**src/rtl/bcedn_sched_pkg.sv**
```systemverilog
`default_nettype none
// ============================================================================
// Module  : bcedn_sched_pkg
// Brief   : Shared state encoding and counter-width helpers for the BCEDN
//           frame scheduler.
// Revision: 1.0
// ============================================================================
package bcedn_sched_pkg;

  typedef enum logic [2:0] {
    IDLE  = 3'd0,
    START = 3'd1,
    FEED  = 3'd2,
    GAP   = 3'd3,
    DRAIN = 3'd4,
    DONE  = 3'd5
  } sched_state_e;

  // Width of a counter holding values 0..n-1, never narrower than one bit.
  function automatic int unsigned cnt_w(input int unsigned n);
    return (n > 1) ? $clog2(n) : 1;
  endfunction

  // Widths for the default 32x32 frame, 1-cycle gap, 1024-beat drain.
  localparam int unsigned ROW_W = cnt_w(32);
  localparam int unsigned COL_W = cnt_w(32);
  localparam int unsigned GAP_W = cnt_w(1 + 1);
  localparam int unsigned OUT_W = cnt_w(1024 + 1);

endpackage
`default_nettype wire

```
**src/rtl/bcedn_sched_skid.sv**
```systemverilog
`default_nettype none
// ============================================================================
// Module  : bcedn_sched_skid
// Brief   : One-entry hold register that parks a returning read beat while
//           the encoder-decoder is inserting padding.
// Revision: 1.0
// ============================================================================
module bcedn_sched_skid #(
  parameter int unsigned D = 8
) (
  input  logic         clk,
  input  logic         rst,
  input  logic         rd_valid,
  input  logic [D-1:0] rd_data,
  input  logic         pad_busy,
  output logic         in_en,
  output logic [D-1:0] data_in,
  output logic         hold_free,
  output logic         held
);

  logic         hold_v_q, hold_v_d;
  logic [D-1:0] hold_q, hold_d;
  logic [D-1:0] beat;

  always_comb begin
    hold_v_d = hold_v_q ? pad_busy : (rd_valid & pad_busy);
    hold_d   = hold_q;
    if (!hold_v_q && rd_valid && pad_busy) begin
      hold_d = rd_data;
    end
  end

  // The stall is combinational in pad_busy; a held beat always wins.
  assign beat      = hold_v_q ? hold_q : rd_data;
  assign in_en     = (hold_v_q | rd_valid) & ~pad_busy;
  assign data_in   = in_en ? beat : '0;
  assign hold_free = ~hold_v_d;
  assign held      = hold_v_q;

  always_ff @(posedge clk) begin
    if (!rst) begin
      hold_v_q <= 1'b0;
      hold_q   <= '0;
    end else begin
      hold_v_q <= hold_v_d;
      hold_q   <= hold_d;
    end
  end

endmodule
`default_nettype wire

```
**src/rtl/bcedn_frame_scheduler.sv**
```systemverilog
`default_nettype none
// ============================================================================
// Module  : bcedn_frame_scheduler
// Brief   : Streams one HxW frame into BCEDN_ENDECODER and waits for N_OUT
//           output beats. Optional drain watchdog: BCEDN_SCHED_TIMEOUT_EN.
// Revision: 1.0
// ============================================================================
module bcedn_frame_scheduler
  import bcedn_sched_pkg::*;
#(
  parameter int unsigned H           = 32,
  parameter int unsigned W           = 32,
  parameter int unsigned D           = 8,
  parameter int unsigned P           = 1,
  parameter int unsigned N_OUT       = 1024,
  parameter int unsigned ADDR_W      = 10,
  parameter int unsigned TIMEOUT_CYC = 4096
) (
  input  logic              clk,
  input  logic              rst,
  input  logic              go,
  output logic              mem_rd,
  output logic [ADDR_W-1:0] mem_addr,
  input  logic [D-1:0]      mem_rdata,
  input  logic              pad_busy,
  output logic              edc_start,
  output logic              in_en,
  output logic [D-1:0]      data_in,
  input  logic              out_en,
  output logic              busy,
  output logic              done,
  output logic              timeout
);

  localparam int unsigned ROW_BITS = cnt_w(H);
  localparam int unsigned COL_BITS = cnt_w(W);
  localparam int unsigned GAP_BITS = cnt_w(P + 1);
  localparam int unsigned OUT_BITS = cnt_w(N_OUT + 1);

  localparam logic [ROW_BITS-1:0] ROW_LAST = ROW_BITS'(H - 1);
  localparam logic [COL_BITS-1:0] COL_LAST = COL_BITS'(W - 1);
  localparam logic [GAP_BITS-1:0] GAP_LAST = GAP_BITS'(P - 1);
  localparam logic [OUT_BITS-1:0] OUT_LAST = OUT_BITS'(N_OUT);

  sched_state_e        state_q, state_d;
  logic [ROW_BITS-1:0] row_q, row_d;
  logic [COL_BITS-1:0] col_q, col_d;
  logic [GAP_BITS-1:0] gap_q, gap_d;
  logic [OUT_BITS-1:0] out_cnt_q, out_cnt_d;
  logic [ADDR_W-1:0]   next_addr_q, next_addr_d;
  logic [ADDR_W-1:0]   last_addr_q, last_addr_d;
  logic                rd_pend_q, rd_pend_d;
  logic                edc_start_q, edc_start_d;
  logic                busy_q, busy_d;
  logic                done_q, done_d;
  logic                rd_issue, hold_free, held;

`ifdef BCEDN_SCHED_TIMEOUT_EN
  localparam int unsigned WD_BITS = cnt_w(TIMEOUT_CYC);
  localparam logic [WD_BITS-1:0] WD_LAST = WD_BITS'(TIMEOUT_CYC - 1);
  logic [WD_BITS-1:0] wd_q, wd_d;
  logic               timeout_q, timeout_d;
`endif

  // A read is only launched when its return slot is guaranteed free.
  assign rd_issue = (state_q == FEED) & ~pad_busy & hold_free;
  assign mem_rd   = rd_issue;
  assign mem_addr = rd_issue ? next_addr_q : last_addr_q;

  always_comb begin
    state_d     = state_q;
    row_d       = row_q;
    col_d       = col_q;
    gap_d       = gap_q;
    out_cnt_d   = out_cnt_q;
    next_addr_d = next_addr_q;
    last_addr_d = last_addr_q;
    rd_pend_d   = rd_issue;
`ifdef BCEDN_SCHED_TIMEOUT_EN
    timeout_d = timeout_q;
    wd_d      = '0;
`endif

    if ((state_q == FEED || state_q == GAP || state_q == DRAIN) &&
        out_en && out_cnt_q != OUT_LAST) begin
      out_cnt_d = out_cnt_q + 1'b1;
    end

    unique case (state_q)
      IDLE: begin
        if (go) begin
          state_d     = START;
          row_d       = '0;
          col_d       = '0;
          gap_d       = '0;
          out_cnt_d   = '0;
          next_addr_d = '0;
`ifdef BCEDN_SCHED_TIMEOUT_EN
          timeout_d = 1'b0;
`endif
        end
      end
      START: state_d = FEED;
      FEED: begin
        if (rd_issue) begin
          last_addr_d = next_addr_q;
          next_addr_d = next_addr_q + 1'b1;
          if (col_q == COL_LAST) begin
            col_d = '0;
            row_d = row_q + 1'b1;
            if (row_q == ROW_LAST) begin
              state_d = DRAIN;
            end else if (P > 0) begin
              state_d = GAP;
              gap_d   = '0;
            end
          end else begin
            col_d = col_q + 1'b1;
          end
        end
      end
      GAP: begin
        if (gap_q == GAP_LAST) state_d = FEED;
        else                   gap_d   = gap_q + 1'b1;
      end
      DRAIN: begin
        if (!rd_pend_q && !held && out_cnt_q == OUT_LAST) begin
          state_d = DONE;
        end
`ifdef BCEDN_SCHED_TIMEOUT_EN
        else if (!out_en) begin
          if (wd_q == WD_LAST) begin
            state_d   = DONE;
            timeout_d = 1'b1;
          end else begin
            wd_d = wd_q + 1'b1;
          end
        end
`endif
      end
      DONE:    state_d = IDLE;
      default: state_d = IDLE;
    endcase

    edc_start_d = (state_d == START);
    busy_d      = (state_d == START) || (state_d == FEED) ||
                  (state_d == GAP)   || (state_d == DRAIN);
    done_d      = (state_d == DONE);
  end

  always_ff @(posedge clk) begin
    if (!rst) begin
      state_q     <= IDLE;
      row_q       <= '0;
      col_q       <= '0;
      gap_q       <= '0;
      out_cnt_q   <= '0;
      next_addr_q <= '0;
      last_addr_q <= '0;
      rd_pend_q   <= 1'b0;
      edc_start_q <= 1'b0;
      busy_q      <= 1'b0;
      done_q      <= 1'b0;
`ifdef BCEDN_SCHED_TIMEOUT_EN
      wd_q      <= '0;
      timeout_q <= 1'b0;
`endif
    end else begin
      state_q     <= state_d;
      row_q       <= row_d;
      col_q       <= col_d;
      gap_q       <= gap_d;
      out_cnt_q   <= out_cnt_d;
      next_addr_q <= next_addr_d;
      last_addr_q <= last_addr_d;
      rd_pend_q   <= rd_pend_d;
      edc_start_q <= edc_start_d;
      busy_q      <= busy_d;
      done_q      <= done_d;
`ifdef BCEDN_SCHED_TIMEOUT_EN
      wd_q      <= wd_d;
      timeout_q <= timeout_d;
`endif
    end
  end

  assign edc_start = edc_start_q;
  assign busy      = busy_q;
  assign done      = done_q;
`ifdef BCEDN_SCHED_TIMEOUT_EN
  assign timeout = timeout_q;
`else
  assign timeout = 1'b0;
`endif

  bcedn_sched_skid #(
    .D (D)
  ) u_skid (
    .clk       (clk),
    .rst       (rst),
    .rd_valid  (rd_pend_q),
    .rd_data   (mem_rdata),
    .pad_busy  (pad_busy),
    .in_en     (in_en),
    .data_in   (data_in),
    .hold_free (hold_free),
    .held      (held)
  );

endmodule
`default_nettype wire

```
**config.mk**
```make
export PLATFORM = sky130hd
export DESIGN_NAME = bcedn_frame_scheduler
export DESIGN_NICKNAME = d
export VERILOG_FILES = /design/src/rtl/bcedn_sched_pkg.sv /design/src/rtl/bcedn_sched_skid.sv /design/src/rtl/bcedn_frame_scheduler.sv
export SDC_FILE = /design/constraint.sdc
export NUM_CORES = 1
export LEC_CHECK = 0
export ABC_AREA = 1
export CAP_MARGIN = 10
export CORE_MARGIN = 1
export CORE_UTILIZATION = 30
export DETAILED_ROUTE_END_ITERATION = 10
export MAX_ROUTING_LAYER = met4
export PLACE_DENSITY = 0.52
export SLEW_MARGIN = 5
export SYNTH_ARGS = -nofsm -noshare
export SYNTH_HDL_FRONTEND = slang
export SYNTH_SLANG_ARGS = --single-unit
```
**constraint.sdc**
```tcl
create_clock -name clk -period 3.5 [get_ports clk]
set_input_delay 1.05 -clock clk [delete_from_list [all_inputs] [get_ports clk]]
set_output_delay 1.05 -clock clk [all_outputs]
set_load 0.005 [all_outputs]
```
==> run summary <==
Routing
- wire length per cell: 10.8 µm
- number of design rule violations left after detail routing: 1
- Vias per Instance: 4.47
- Detail Route Antenna Nets: 0
- DRC violation total after the first TritonRoute iteration: 116
- number of vias in the routed layout: 2810
- routed wire length: 6810 µm
- number of detailed-route iterations in the first pass: 7

Power
- peak supply drop: 171 µV
- cell area power density: 413 mW/mm²
- switching power: 0.395 mW
- cell-internal power: 1.20 mW
- fraction of power consumed by sequential logic: 42.7%
- Combinational Power Share: 12.4%
- switching share of power: 24.8%
- leak pwr: 1.77 nW
- share of power burned in the clock network: 44.9%

STA
- count of final setup violators: 0
- Max Clk Rate: 294 MHz
- unrepaired setup endpoints after global routing: false
- share of the cycle needed by the critical path after routing: 97.2%
- count of final max-slew check failures: 0
- Setup Total Neg Slack: 0 ns
- Post-Route Skew: 0.00707 ns
- final critical-path required period: 3.40 ns
- setup ws final: 0.0976 ns
- Fin. Hold Viols: 0

Global routing
- largest net degree at the start of global routing: 17
- via count of the first global-routing pass: 2638
- total track usage: 15.2%
- Overflow after GRT: 0
- global-route wire length before repair: 11900 µm
- initial antenna violation count: 0

Worst setup path
- Crit path arrival time: 2.35 ns
- critical path startpoint category: input pin
- CP Class: input pin to primary output
- highest fanout seen on the critical path: 16
- required time worst endpoint: 2.45 ns
- capturing element type of the critical path: primary output

Clocking
- Post-CTS Resized: 5
- CTS Buffer Depth: 2
- buffer type at the clock tree root: clkbuf_8
- number of buffers created by CTS: 9
- worst skew pair latency: 0.34 ns
- number of levels in the clock H-tree: 3
- Setup Fix Bufs, Post-CTS: 0
- CTS Hold Bufs: 0
- Worst-path clk slew: 0.07 ns
- number of clock sinks seen by CTS: 57
- TritonCTS clock tree: built

Floorplan
- number of I/O pins: 37
- area of the core region: 0.00973 mm²
- horizontal extent of the die: 102 µm
- Die Height: 102 µm
- Die Area: 0.0104 mm²
- count of standard-cell rows: 36
- effective utilization at floorplan: 30.9%

Cells and area
- area added between synthesis and finish: 28.2%
- Final #Nets: 510
- fraction of layout instances using a drive strength above 1: 14.9%
- final design area excluding fillers: 0.00385 mm²
- final core utilization: 39.6%
- diode count: 0
- fillcell total: 1039
- filler-free cell count of the finished design: 628

Outcome
- outcome: complete, but fails checks
- violations in the final reports: design-rule violations

Yosys
- flip-flop and latch count after synthesis: 57
- Synth Instances: 433
- share of the synthesized area in the top cell type: 38.0%
- count of distinct cell types in the synthesized netlist: 39
- area leader, netlist: dfxtp_1
- Synthesized Nets: 453
- netlist area before placement: 0.00300 mm²
- sequential-to-total area share from yosys stat: 38.0%
- main area contributors after synthesis: dfxtp_1, nand2_1, nor2_1
- Syn Area/Cell: 6.94 µm²
- YS warnings: 0

Min path
- path class of the lowest-slack min-delay path: flip-flop to flip-flop

Placed design
- Worst Setup Slack post-DPL: -0.296 ns
- detailed placement HPWL: 5010 µm
- count of placed standard cells including taps: 612
- dpl cell area: 0.00361 mm²
- count of port buffers added during placement: 35
- final weighted congestion in routability-driven placement: 0.771

Flow run
- max-cap violations: 0

[cells by family (layout without fill, tap and decap cells)]
group,after synthesis,in the layout,synth area share [%]
other,1,1,0.125
xor gates and xnor gates,7,7,2.04
and+or+nand+nor,223,223,33.3
adders and majority gates,7,7,2.92
buffers and inverters,76,138,11.2
DFF,57,57,38.0
AOI/OAI and AO/OA,62,62,12.5
[critical path, stage by stage]
cell and delay, ns:
dlygate4sd2_1 0.26, inv_2 0.09, nand2_4 0.07, inv_8 0.11, or2_2 0.11, inv_1 0.04, a21oi_1 0.11, clkdlybuf4s50_1 0.51
[cell usage after synthesis, drive strengths merged]
cell,instances
a211oi,14
a21oi,24
a22oi,1
and3,1
buf,8
clkbuf,3
clkinv,1
conb,1
dfxtp,57
ha,7
inv,64
nand2,111
nand3,14
nand4,7
nor2,71
nor3,9
o211ai,1
o21ai,21
o31ai,1
or2,10
xor2,7
[layout make-up]
type	instances	area (µm²)	area share, %
clock buffer	11	151	3.93
inverter	65	254	6.60
multi-input combinational	300	1530	39.6
timing repair buffer	57	536	13.9
tap	133	166	4.32
clock inverter	5	77.6	2.01
sequential	57	1140	29.6
[flip-flops by register name, summed over array words and instances (netlist names)]
name           cells
rd_pend_q          1
u_skid.hold_q      8
col_q              5
row_q              5
state_q            3
next_addr_q       10
edc_start          1
u_skid.held        1
busy               1
out_cnt_q         11
done               1
last_addr_q       10
[metal layers]
| metal | vias up | GRT usage (%) | share of wire [%] |
|---|---|---|---|
| li1 | 1474 | - | - |
| met1 | 1289 | 18.1 | 47 |
| met3 | 10 | 4.79 | 3.6 |
| met2 | 37 | 24.2 | 48 |
| met5 | - | - | 0 |
| met4 | 0 | 4.84 | 1.6 |
[final timing paths]
check	start	to	slack, ns	cells after the start
setup / recovery	pad_busy	mem_addr[1]	0.1	8
hold / removal	col_q[4]	col_q[4]	0.47	2
setup reg to reg	col_q[0]	busy	1.78	11
hold reg to reg	col_q[4]	col_q[4]	0.47	2
[power by group through the flow]
| stage | clock (mW) | sequential (mW) | combinational (mW) |
|---|---|---|---|
| after detailed placement | 0 | 0.695 | 0.201 |
| after CTS | 0.732 | 0.680 | 0.201 |
| after global placement | 0 | 0.695 | 0.197 |
| after global routing | 0.767 | 0.683 | 0.224 |
| final | 0.714 | 0.680 | 0.197 |
| after floorplan | 0 | 0.691 | 0.122 |
[metrics by stage]
step	total power, mW	hold WS [ns]
floorplan	0.814	0.440
global placement	0.892	0.450
detailed placement	0.896	0.460
CTS	1.61	0.470
global route	1.67	0.503
finish	1.59	0.469
[layout by cell type (no fill, tap or decap), drive strengths merged, types with 2 or more instances in the layout]
| cell | n |
|---|---|
| nand4 | 7 |
| a21oi | 24 |
| nor2 | 71 |
| a211oi | 14 |
| dlygate4sd2 | 2 |
| dfxtp | 57 |
| nand2 | 111 |
| ha | 7 |
| bufinv | 2 |
| xor2 | 7 |
| nand3 | 14 |
| buf | 22 |
| clkbuf | 11 |
| clkinv | 3 |
| or2 | 10 |
| o21ai | 21 |
| inv | 64 |
| dlymetal6s2s | 4 |
| nor3 | 9 |
| clkdlybuf4s50 | 29 |
(Power assumes the default switching activity.)
